===== config.mk =====
export PLATFORM = sky130hd
export DESIGN_NAME = fp_align_pipe
export DESIGN_NICKNAME = d
export VERILOG_FILES = /design/src/rtl/fp_align_pipe.sv
export SDC_FILE = /design/constraint.sdc
export NUM_CORES = 1
export LEC_CHECK = 0
export ABC_AREA = 1
export CORE_MARGIN = 2
export CORE_UTILIZATION = 50
export CTS_CLUSTER_DIAMETER = 40
export DETAILED_ROUTE_END_ITERATION = 16
export GPL_TIMING_DRIVEN = 0
export PLACE_DENSITY = 0.78
export SYNTH_ARGS = -nofsm -noshare
export SYNTH_HDL_FRONTEND = slang
export SYNTH_SLANG_ARGS = --single-unit

===== constraint.sdc =====
create_clock -name clk -period 6.7 [get_ports clk]
set_input_delay 2.01 -clock clk [delete_from_list [all_inputs] [get_ports clk]]
set_output_delay 2.01 -clock clk [all_outputs]
set_load 0.01 [all_outputs]

===== src/rtl/fp_align_pipe.sv =====
// Two-stage operand aligner for the FP adder: orders operands by magnitude, then
// right-shifts the smaller significand and produces exact guard/round/sticky bits.
module fp_align_pipe #(
    parameter int unsigned EXP_W = 8,
    parameter int unsigned MAN_W = 23
) (
    input  logic                   clk,
    input  logic                   reset,
    input  logic                   in_valid,
    output logic                   in_ready,
    input  logic [EXP_W+MAN_W:0]   a_op,
    input  logic [EXP_W+MAN_W:0]   b_op,
    output logic                   out_valid,
    input  logic                   out_ready,
    output logic                   big_sign,
    output logic                   small_sign,
    output logic [EXP_W-1:0]       exp_out,
    output logic [MAN_W:0]         man_big,
    output logic [MAN_W:0]         man_small,
    output logic                   guard,
    output logic                   round,
    output logic                   sticky,
    output logic                   swapped,
    output logic                   special,
    output logic                   nan_out,
    output logic                   eff_sub
);

    localparam int unsigned SIG_W = MAN_W + 1;
    localparam int unsigned EXT_W = SIG_W + 2;
    localparam int unsigned CMP_W = (EXP_W > 32) ? EXP_W : 32;

    // Field decode of both operands
    logic             aSign, bSign;
    logic [EXP_W-1:0] aExpF, bExpF;
    logic [MAN_W-1:0] aMan, bMan;
    logic             aExpZero, bExpZero, aExpMax, bExpMax;
    logic [EXP_W-1:0] aEffExp, bEffExp;
    logic [SIG_W-1:0] aSig, bSig;
    logic             aNan, bNan, aInf, bInf;
    logic             bGtA;

    assign {aSign, aExpF, aMan} = a_op;
    assign {bSign, bExpF, bMan} = b_op;

    assign aExpZero = (aExpF == '0);
    assign bExpZero = (bExpF == '0);
    assign aExpMax  = &aExpF;
    assign bExpMax  = &bExpF;

    // Subnormals and zero use effective exponent 1 with a clear hidden bit
    assign aEffExp = aExpZero ? EXP_W'(1) : aExpF;
    assign bEffExp = bExpZero ? EXP_W'(1) : bExpF;
    assign aSig    = {~aExpZero, aMan};
    assign bSig    = {~bExpZero, bMan};

    assign aNan = aExpMax & (|aMan);
    assign bNan = bExpMax & (|bMan);
    assign aInf = aExpMax & ~(|aMan);
    assign bInf = bExpMax & ~(|bMan);

    // Ties keep A as the big operand
    assign bGtA = {bEffExp, bSig} > {aEffExp, aSig};

    // Handshake: a stage advances when the one after it is empty or draining
    logic s1Valid;
    logic s2Ready;

    assign s2Ready  = ~out_valid | out_ready;
    assign in_ready = ~s1Valid | s2Ready;

    // Stage 1 registers
    logic             s1BigSign, s1SmallSign;
    logic [EXP_W-1:0] s1BigExp, s1Diff;
    logic [SIG_W-1:0] s1BigSig, s1SmallSig;
    logic             s1Swapped, s1Special, s1Nan, s1EffSub;

    always_ff @(posedge clk or posedge reset) begin
        if (reset) begin
            s1Valid     <= 1'b0;
            s1BigSign   <= 1'b0;
            s1SmallSign <= 1'b0;
            s1BigExp    <= '0;
            s1Diff      <= '0;
            s1BigSig    <= '0;
            s1SmallSig  <= '0;
            s1Swapped   <= 1'b0;
            s1Special   <= 1'b0;
            s1Nan       <= 1'b0;
            s1EffSub    <= 1'b0;
        end else if (in_valid && in_ready) begin
            s1Valid   <= 1'b1;
            s1Swapped <= bGtA;
            s1Special <= aExpMax | bExpMax;
            s1Nan     <= aNan | bNan | (aInf & bInf & (aSign ^ bSign));
            s1EffSub  <= aSign ^ bSign;
            if (bGtA) begin
                s1BigSign   <= bSign;
                s1SmallSign <= aSign;
                s1BigExp    <= bEffExp;
                s1Diff      <= bEffExp - aEffExp;
                s1BigSig    <= bSig;
                s1SmallSig  <= aSig;
            end else begin
                s1BigSign   <= aSign;
                s1SmallSign <= bSign;
                s1BigExp    <= aEffExp;
                s1Diff      <= aEffExp - bEffExp;
                s1BigSig    <= aSig;
                s1SmallSig  <= bSig;
            end
        end else if (s2Ready) begin
            s1Valid <= 1'b0;
        end
    end

    // Alignment shift with exact sticky over every bit below round
    logic [EXT_W-1:0] extSig, shiftedC, lowMaskC;
    logic             stickyC;

    always_comb begin
        extSig   = {s1SmallSig, 2'b00};
        shiftedC = '0;
        lowMaskC = '0;
        stickyC  = |s1SmallSig;
        if (CMP_W'(s1Diff) < CMP_W'(EXT_W)) begin
            shiftedC = extSig >> s1Diff;
            lowMaskC = ~({EXT_W{1'b1}} << s1Diff);
            stickyC  = |(extSig & lowMaskC);
        end
    end

    // Stage 2 registers drive the outputs directly
    always_ff @(posedge clk or posedge reset) begin
        if (reset) begin
            out_valid  <= 1'b0;
            big_sign   <= 1'b0;
            small_sign <= 1'b0;
            exp_out    <= '0;
            man_big    <= '0;
            man_small  <= '0;
            guard      <= 1'b0;
            round      <= 1'b0;
            sticky     <= 1'b0;
            swapped    <= 1'b0;
            special    <= 1'b0;
            nan_out    <= 1'b0;
            eff_sub    <= 1'b0;
        end else if (s2Ready) begin
            out_valid <= s1Valid;
            if (s1Valid) begin
                big_sign   <= s1BigSign;
                small_sign <= s1SmallSign;
                exp_out    <= s1BigExp;
                man_big    <= s1BigSig;
                man_small  <= shiftedC[EXT_W-1:2];
                guard      <= shiftedC[1];
                round      <= shiftedC[0];
                sticky     <= stickyC;
                swapped    <= s1Swapped;
                special    <= s1Special;
                nan_out    <= s1Nan;
                eff_sub    <= s1EffSub;
            end
        end
    end

endmodule


After elaboration in Yosys (flattened, before gate mapping) --
Cells that the tools add are included. Widths: inputs -> output; s select.
Operators by class: add/sub/neg operators 2, magnitude comparators 2, shifts and indexed selects 2, muxes and demuxes 12, bitwise gates (word level) 20, reductions and logical operators 11
Operator list (number):
- $mux 24 | 2
- $reduce_or 23->1 | 2
- $gt 32x32->1 | 1
- $mux 8 | 4
- $and 26x26->26 | 1
- $mux 26 | 1
- $not 26->26 | 1
- $reduce_or 26->1 | 1
- $shl 26x8->26 const A | 1
- $shr 26x8->26 | 1
- $reduce_or 24->1 | 1
- $logic_not 8->1 | 2
- $reduce_and 8->1 | 2
- $sub 8x8->8 | 2
- $lt 8x5->1 const B | 1
- $and 1x1->1 | 6
- $not 1->1 | 6
- $mux 1 | 5
- $or 1x1->1 | 5
- $reduce_and 2->1 | 1
- $reduce_bool 2->1 | 1
- $logic_and 1x1->1 | 1
- $xor 1x1->1 | 1
Word-level totals: register bits after elaboration 137, bits of input ports 68, output and inout port bits 67

Logic depth before layout (Yosys ltp) --
Gate-level depths: netlist of run 1.
word-level depth 6, depth in mapped cells 19, gate-level depth less buffers 18

Least setup slack after synthesis of run 1 --
No wires, ideal clock.
path type in2out, start input out_ready, end output in_ready, arrival 2.194 ns, required time 4.690 ns, slack 2.496 ns, stages on the path 2, cells stage by stage inv_1 nand3_1
On the way: longest elaborated chain between the ends 2
RTL lines:
- start, declared | RTL line 14 | input logic out_ready,
- $or 1x1->1 | RTL line 69 | assign s2Ready = ~out_valid | out_ready;
- $or 1x1->1 | RTL line 70 | assign in_ready = ~s1Valid | s2Ready;
- end, declared | RTL line 10 | output logic in_ready,
Every way passes these cells.

Worst setup path after layout of run 1 --
Ends and elaborated chain as after synthesis.

==> metrics, run 1 <==
vias per inst=around 5.5; hold_ws=0.473 ns; top area cells in the synthesized netlist=dfrtp_1 (37%), nand2_1 (22%), nand3_1 (10%), ha_1 (5.4%), inv_1 (4.5%); crit path cell chain=clkdlybuf4s50_1 > inv_1 > nand3_1 > clkdlybuf4s50_1; layout cells sized above 1=5.70%; Die Wd=140 microns; Worst EP required=roughly 4.7 ns; status=complete, no violations; CP bufs+invs=3; EDFF count, synth=0; Max VDD drop=roughly 0.00017 V; Layout area overhead=24.1%; Crit-path slowest cell=clkdlybuf4s50_1; synthesized flop and latch total=~140; Worst slew margin=25.8%; Starting Density=51.3%; Final Hold Vio Count=0; Syn Nets=1488; Final Power=3530 uW; Setup CP Type=input pin to output pin; first-pass GRT wire length=46900 microns; leakage power=a little under 0.006 uW; worst slew pin tran=1.10 ns; clock insertion delay at the later pin of the skew report=about 0.42 ns; num rows=49; Pre-antenna DRT Iters=5; register area share after synthesis=36.9%; unrepaired setup endpoints after global routing=no; CP Launch Type=input pin; diodes inserted=0; Main synth FF type=dfrtp_1; Core Region=0.0181 sq mm; clock skew=0.00993 ns; Multi-input gate area=0.00495 sq mm; cts hold-fix bufs=0; antenna viol nets, final=0; CP Capture Type=output pin; Synth top area share=36.9%; root buf cell=clkbuf_16; Final GP Congestion=1.01; num ports=135; vias in the first global route=9180; max incr delay on CP=0.57 ns; Fin Setup TNS=0 ns; f_max=0.192 GHz; Yosys warnings=0; initial antenna violation count=0; die height=140 microns; count leader, synth=nand2_1; crit path DAT=roughly 3.2 ns; grt total ovfl=0; CTS tree=done; syn avg cell area=6.74 sq um; Top cell by count, worst path=clkdlybuf4s50_1; Fill cells=1682; Post CTS Setup Buffer Count=0; Mapped Cells=1378; Worst-path clk slew=0.06 ns; # port buffers=134; setup ws final=1.50 ns; pre-CTS WS=1.29 ns; Final setup viols=0; full die area=0.0197 sq mm; CP delay by family, top=buffers and inverters; max cap viols=0; CTS Buf Count=17; largest net degree at the start of global routing=70; Max FO, Critical Path=3; Power Dens Cells=slightly above 300 mW/mm^2; worst min path class=flop to flop; Final Critical Period=5.20 ns; DR vias=roughly 9700; number of max-slew violations in the final report=0; initial drt markers=769; Final period util=77.7%; Seq. cell area=~0.0034 sq mm; Routed WL per cell=16.5 microns; DRC=0; Cell variety after synth=43; gr usage total=between 20% and 30%; CTS HTree Levels=4; Post-synth top cells=nand2_1 (546), nand3_1 (190), dfrtp_1 (137); clk sinks=137; clk buf depth=2; total wire length=roughly 30000 microns; ys async rst share=100%; Post-CTS Resized=0; dpl hpwl=23100 microns; Final #Nets=1642; Post-Syn Area=0.00929 sq mm; largest area contributor in the netlist=dfrtp_1
kinds of logic (layout without fill, tap and decap cells):
| logic type | Yosys count | count (layout) | share of synthesized area (%) |
|---|---|---|---|
| fa+ha+maj | 42 | 42 | 5.82 |
| compound gates | 143 | 143 | 8.54 |
| flops | 137 | 137 | 36.9 |
| simple gates | 837 | 837 | 37.8 |
| xor+xnor | 13 | 13 | 1.23 |
| buf+inv | 206 | 373 | 9.73 |
state kept, by name, indices dropped and copies added, names as in the netlist, 8 cells and up:
| signal | count |
|---|---|
| man_big | 24 |
| man_small | 24 |
| s1BigSig | 24 |
| s1SmallSig | 24 |
| exp_out | 8 |
| s1BigExp | 8 |
| s1Diff | 8 |
report_power, final:
part,internal [uW],switching (uW)
registers,1030,142
logic,564,876
clock network,530,393
total,2120,1410
worst register-to-register path, stage by stage, from the launching register on:
cell      delay (ns)
dfrtp_1         0.36
clkbuf_2        0.17
nor2_1          0.36
inv_1           0.20
o21ai_0         0.20
nand2_1         0.08
a21oi_1         0.14
nand2_1         0.07
nor2_1          0.08
nand3_1         0.10
o21ai_0         0.29
nand2_1         0.08
final timing paths:
check,startpoint,endpoint,slack (ns),cells after the start
worst max-delay path,out_ready,in_ready,1.50,4
worst min-delay path,s1BigSig[4]$_DFFE_PP0P_,man_big[4]$_DFFE_PP0P_,0.47,2
worst max register to register,s1Diff[3]$_DFFE_PP0P_,sticky$_DFFE_PP0P_,4.43,11
worst min register to register,s1BigSig[4]$_DFFE_PP0P_,man_big[4]$_DFFE_PP0P_,0.47,2
max in group asynchronous,reset,s1Diff[4]$_DFFE_PP0P_,3.91,3
min in group asynchronous,reset,out_valid$_DFFE_PP0P_,2.05,2
layout make-up:
class	count	share of cell area [%]
buffer	89	4.03
clock buffer	18	3.81
clock inverter	14	1.19
inverter	117	3.85
multi-input combinational	1035	43.0
sequential	137	29.8
tap	229	2.49
timing repair buffer	135	11.9
layer usage:
layer / vias to the layer above / wire [microns] / GRT usage (%)
li1: 4736 / - / -
met1: 4491 / 12600 / 40.0
met2: 391 / 13600 / 49.3
met3: 63 / 1970 / 4.38
met4: 0 / 1030 / 12.2
met5: - / 0 / 0
cells in the final DEF (no fill, tap or decap), types with 4 or more instances in the layout:
| cell | instances |
|---|---|
| nor3_1 | 7 |
| ha_1 | 40 |
| clkbuf_16 | 17 |
| buf_4 | 11 |
| nand2_1 | 546 |
| inv_1 | 111 |
| dfrtp_1 | 137 |
| o21ai_0 | 67 |
| clkbuf_1 | 43 |
| nor4_1 | 11 |
| nand2_2 | 4 |
| o211ai_1 | 11 |
| buf_6 | 9 |
| nor2_2 | 4 |
| buf_2 | 16 |
| o21ai_1 | 7 |
| inv_6 | 5 |
| inv_2 | 4 |
| a21oi_1 | 39 |
| buf_1 | 9 |
| clkdlybuf4s50_1 | 134 |
| xor2_1 | 12 |
| nor2_1 | 52 |
| nand4_1 | 16 |
| nand3_1 | 190 |
per-stage QoR:
| stage | cells | area (sq um) | util, % |
|---|---|---|---|
| floorplan | 1378 | 9290 | - |
| global placement | 1741 | 10900 | 60.3 |
| detailed placement | 1742 | 10900 | 60.5 |
| CTS | 1774 | 11500 | 63.7 |
| global route | 1774 | 11500 | 63.7 |
| finish | 1774 | 11500 | 63.7 |
Note: power is estimated with default switching activity, not from simulation.
==> inputs of run 2 (changes only) <==
Settings changed: PLACE_DENSITY 0.78 to 0.81.
Clock period 6.7 ns to 4.57 ns, I/O delays scaled along.
==> run 2 against run 1 <==
Net effect: register-to-register slack got worse by 2.1 ns; largest power group unchanged; non-clock buffer count rose by 2; worst hold slack got worse by 0.0050 ns; clock skew fell by 0.0011 ns; setup slack got worse by 1.0 ns; total power rose by 45%.
==> metrics, run 2 (same netlist as run 1, synthesis figures left out) <==
status=complete, no violations; vias in the first global route=9183 (+0.033%); worst slew pin tran=0.682 ns (-0.421 ns); DRC=0 (unchanged); CTS Buf Count=17 (unchanged); r2r setup slk=2.29 ns (-2.14 ns); initial antenna violation count=0 (unchanged); largest net degree at the start of global routing=43 (-39%); Worst slew margin=54.2% (+28 points); Hold Path Sink=man_big[0]$_DFFE_PP0P_; Final Power=5120 uW (+45%); Final Critical Period=4.11 ns; Post CTS Setup Buffer Count=0 (unchanged); Layout area overhead=24.3%; Final Hold Vio Count=0 (unchanged); hold_ws=0.468 ns (-0.00500 ns); Routed WL per cell=16.4 microns (-0.28%); met3 GRT Util=4.31% (-0.068 points); total wire length=29200 microns (-0.17%); DR vias=9781 (+1.0%); layout cells sized above 1=5.88% (+0.19 points); R2R cell count=11 (unchanged); most frequent cells in the layout=nand2_1 (546), nand3_1 (190), dfrtp_1 (137), clkdlybuf4s50_1 (134), inv_1 (111); Max FO, Critical Path=10 (+7); Final #Nets=1644 (+0.12%); dpl hpwl=22900 microns (-0.75%); Crit-path slowest cell=nor4_2; Starting Density=51.3% (unchanged); full die area=0.0197 sq mm (unchanged); design area=0.0115 sq mm (+0.14%); worst r2r src=s1Diff[7]$_DFFE_PP0P_; most used routing layer in global routing=met2; num ports=135 (unchanged); f_max=0.243 GHz; Fill cells=1669 (-0.77%); Power Dens Cells=444 mW/mm^2 (+45%); gr usage total=29.9% (-0.090 points); diodes inserted=0 (unchanged); unrepaired setup endpoints after global routing=no; Final period util=between 80% and 90%; root buf cell=clkbuf_16; Fin Setup TNS=0 ns (unchanged); vias per inst=5.51 (+0.92%); clk buf depth=2 (unchanged); num rows=49 (unchanged); crit path cell chain=clkdlybuf4s50_1 > inv_1 > nand4_1 > nor4_2 > nor2_1 > ha_1 > nand4_1 > nor2_2 > nand2_1 > buf_2 > buf_2 > nand3b_1 > nand3_1 > nand2_1; hold_sp=s1BigSig[0]$_DFFE_PP0P_; hold path depth=2 (unchanged); initial drt markers=875 (+14%); GRT met1 Usage=39.4% (-0.52 points); leakage power=0.00593 uW (about the same); Final GP Congestion=1.05 (+4.2%); Pre-antenna DRT Iters=8 (+3); CTS tree=done; leading cell type in the layout, fill and taps excluded=nand2_1; CP Launch Type=input pin; die height=140 microns (unchanged); clk sinks=137 (unchanged); antenna viol nets, final=0 (unchanged); r2r endpoint=sticky$_DFFE_PP0P_; worst min path class=flop to flop; CP Capture Type=flop; Setup CP Type=input pin to flop; Worst-path clk slew=0.06 ns (about the same); max cap viols=0 (unchanged); Core Region=0.0181 sq mm (unchanged); CTS HTree Levels=4 (unchanged); # port buffers=134 (unchanged); Max VDD drop=0.000240 V (+43%); clock insertion delay at the later pin of the skew report=0.42 ns (about the same); number of max-slew violations in the final report=0 (unchanged); clock skew=0.00887 ns (-0.00106 ns); DP Area=0.0110 sq mm (+0.29%); Worst EP required=4.87 ns (+0.18 ns); Final setup viols=0 (unchanged); crit path DAT=4.41 ns (+1.22 ns); GR met2 Demand/Resource=49.7% (+0.44 points); first-pass GRT wire length=46900 microns (about the same); grt total ovfl=0 (unchanged); Die Wd=140 microns (unchanged); max incr delay on CP=0.53 ns (-0.04 ns)
[run 2: worst max-delay path by stage]
stage / startpoint / end / slack (ns) / depth (start not counted)
floorplan: a_op[24] / s1BigSig[6]$_DFFE_PP0P_ / 1.20 / 15
global placement: a_op[24] / s1Diff[1]$_DFFE_PP0P_ / -0.21 / 14
detailed placement: a_op[24] / s1Diff[1]$_DFFE_PP0P_ / -0.23 / 14
CTS: a_op[24] / s1Diff[1]$_DFFE_PP0P_ / 0.20 / 14
global route: a_op[24] / s1BigSig[23]$_DFFE_PP0P_ / 0.26 / 14
finish: a_op[24] / s1Diff[1]$_DFFE_PP0P_ / 0.46 / 14
[run 2: cell type report]
class | instances | area [sq um] | share of cell area (%)
Multi-Input combinational cell | 1035 | 4960 | 43.0
Sequential cell | 137 | 3430 | 29.7
Timing Repair Buffer | 137 | 1400 | 12.1
Clock buffer | 20 | 467 | 4.04
Buffer | 89 | 464 | 4.02
Inverter | 117 | 443 | 3.84
Tap cell | 229 | 287 | 2.48
Clock inverter | 12 | 88.8 | 0.770
[run 2: routing by layer]
metal | routed length, microns | vias to the layer above
li1 | - | 4744
met1 | 12600 | 4529
met2 | 13700 | 432
met3 | 1770 | 76
met4 | 1030 | 0
met5 | 0 | -
[run 2: worst max-delay path, delay by kind of cell]
family                     cells  cell delay (ns)
buffers and inverters          4             1.11
adders and majority gates      1             0.40
and+or+nand+nor                9             1.53
[run 2: per-stage QoR]
step	std cells	worst slack, ns	utilization (%)
2_1_floorplan	1378	1.20	-
3_3_place_gp	1741	-0.213	60.4
3_5_place_dp	1744	-0.229	60.7
4_1_cts	1776	0.198	63.8
5_1_grt	1776	0.259	63.8
6_report	1776	0.458	63.8
[run 2: what timing repair did]
action / in CTS / in global routing
hold buffers: 0 / 0
endpoints found under the setup margin: 0 / 31
resized for setup: 0 / 1
[run 2: report_power, final]
part           total, uW  switching (uW)  internal, uW  leakage (uW)
clock               1290             545           742      0.000271
sequential          1720             216          1500       0.00171
combinational       2120            1290           830       0.00395
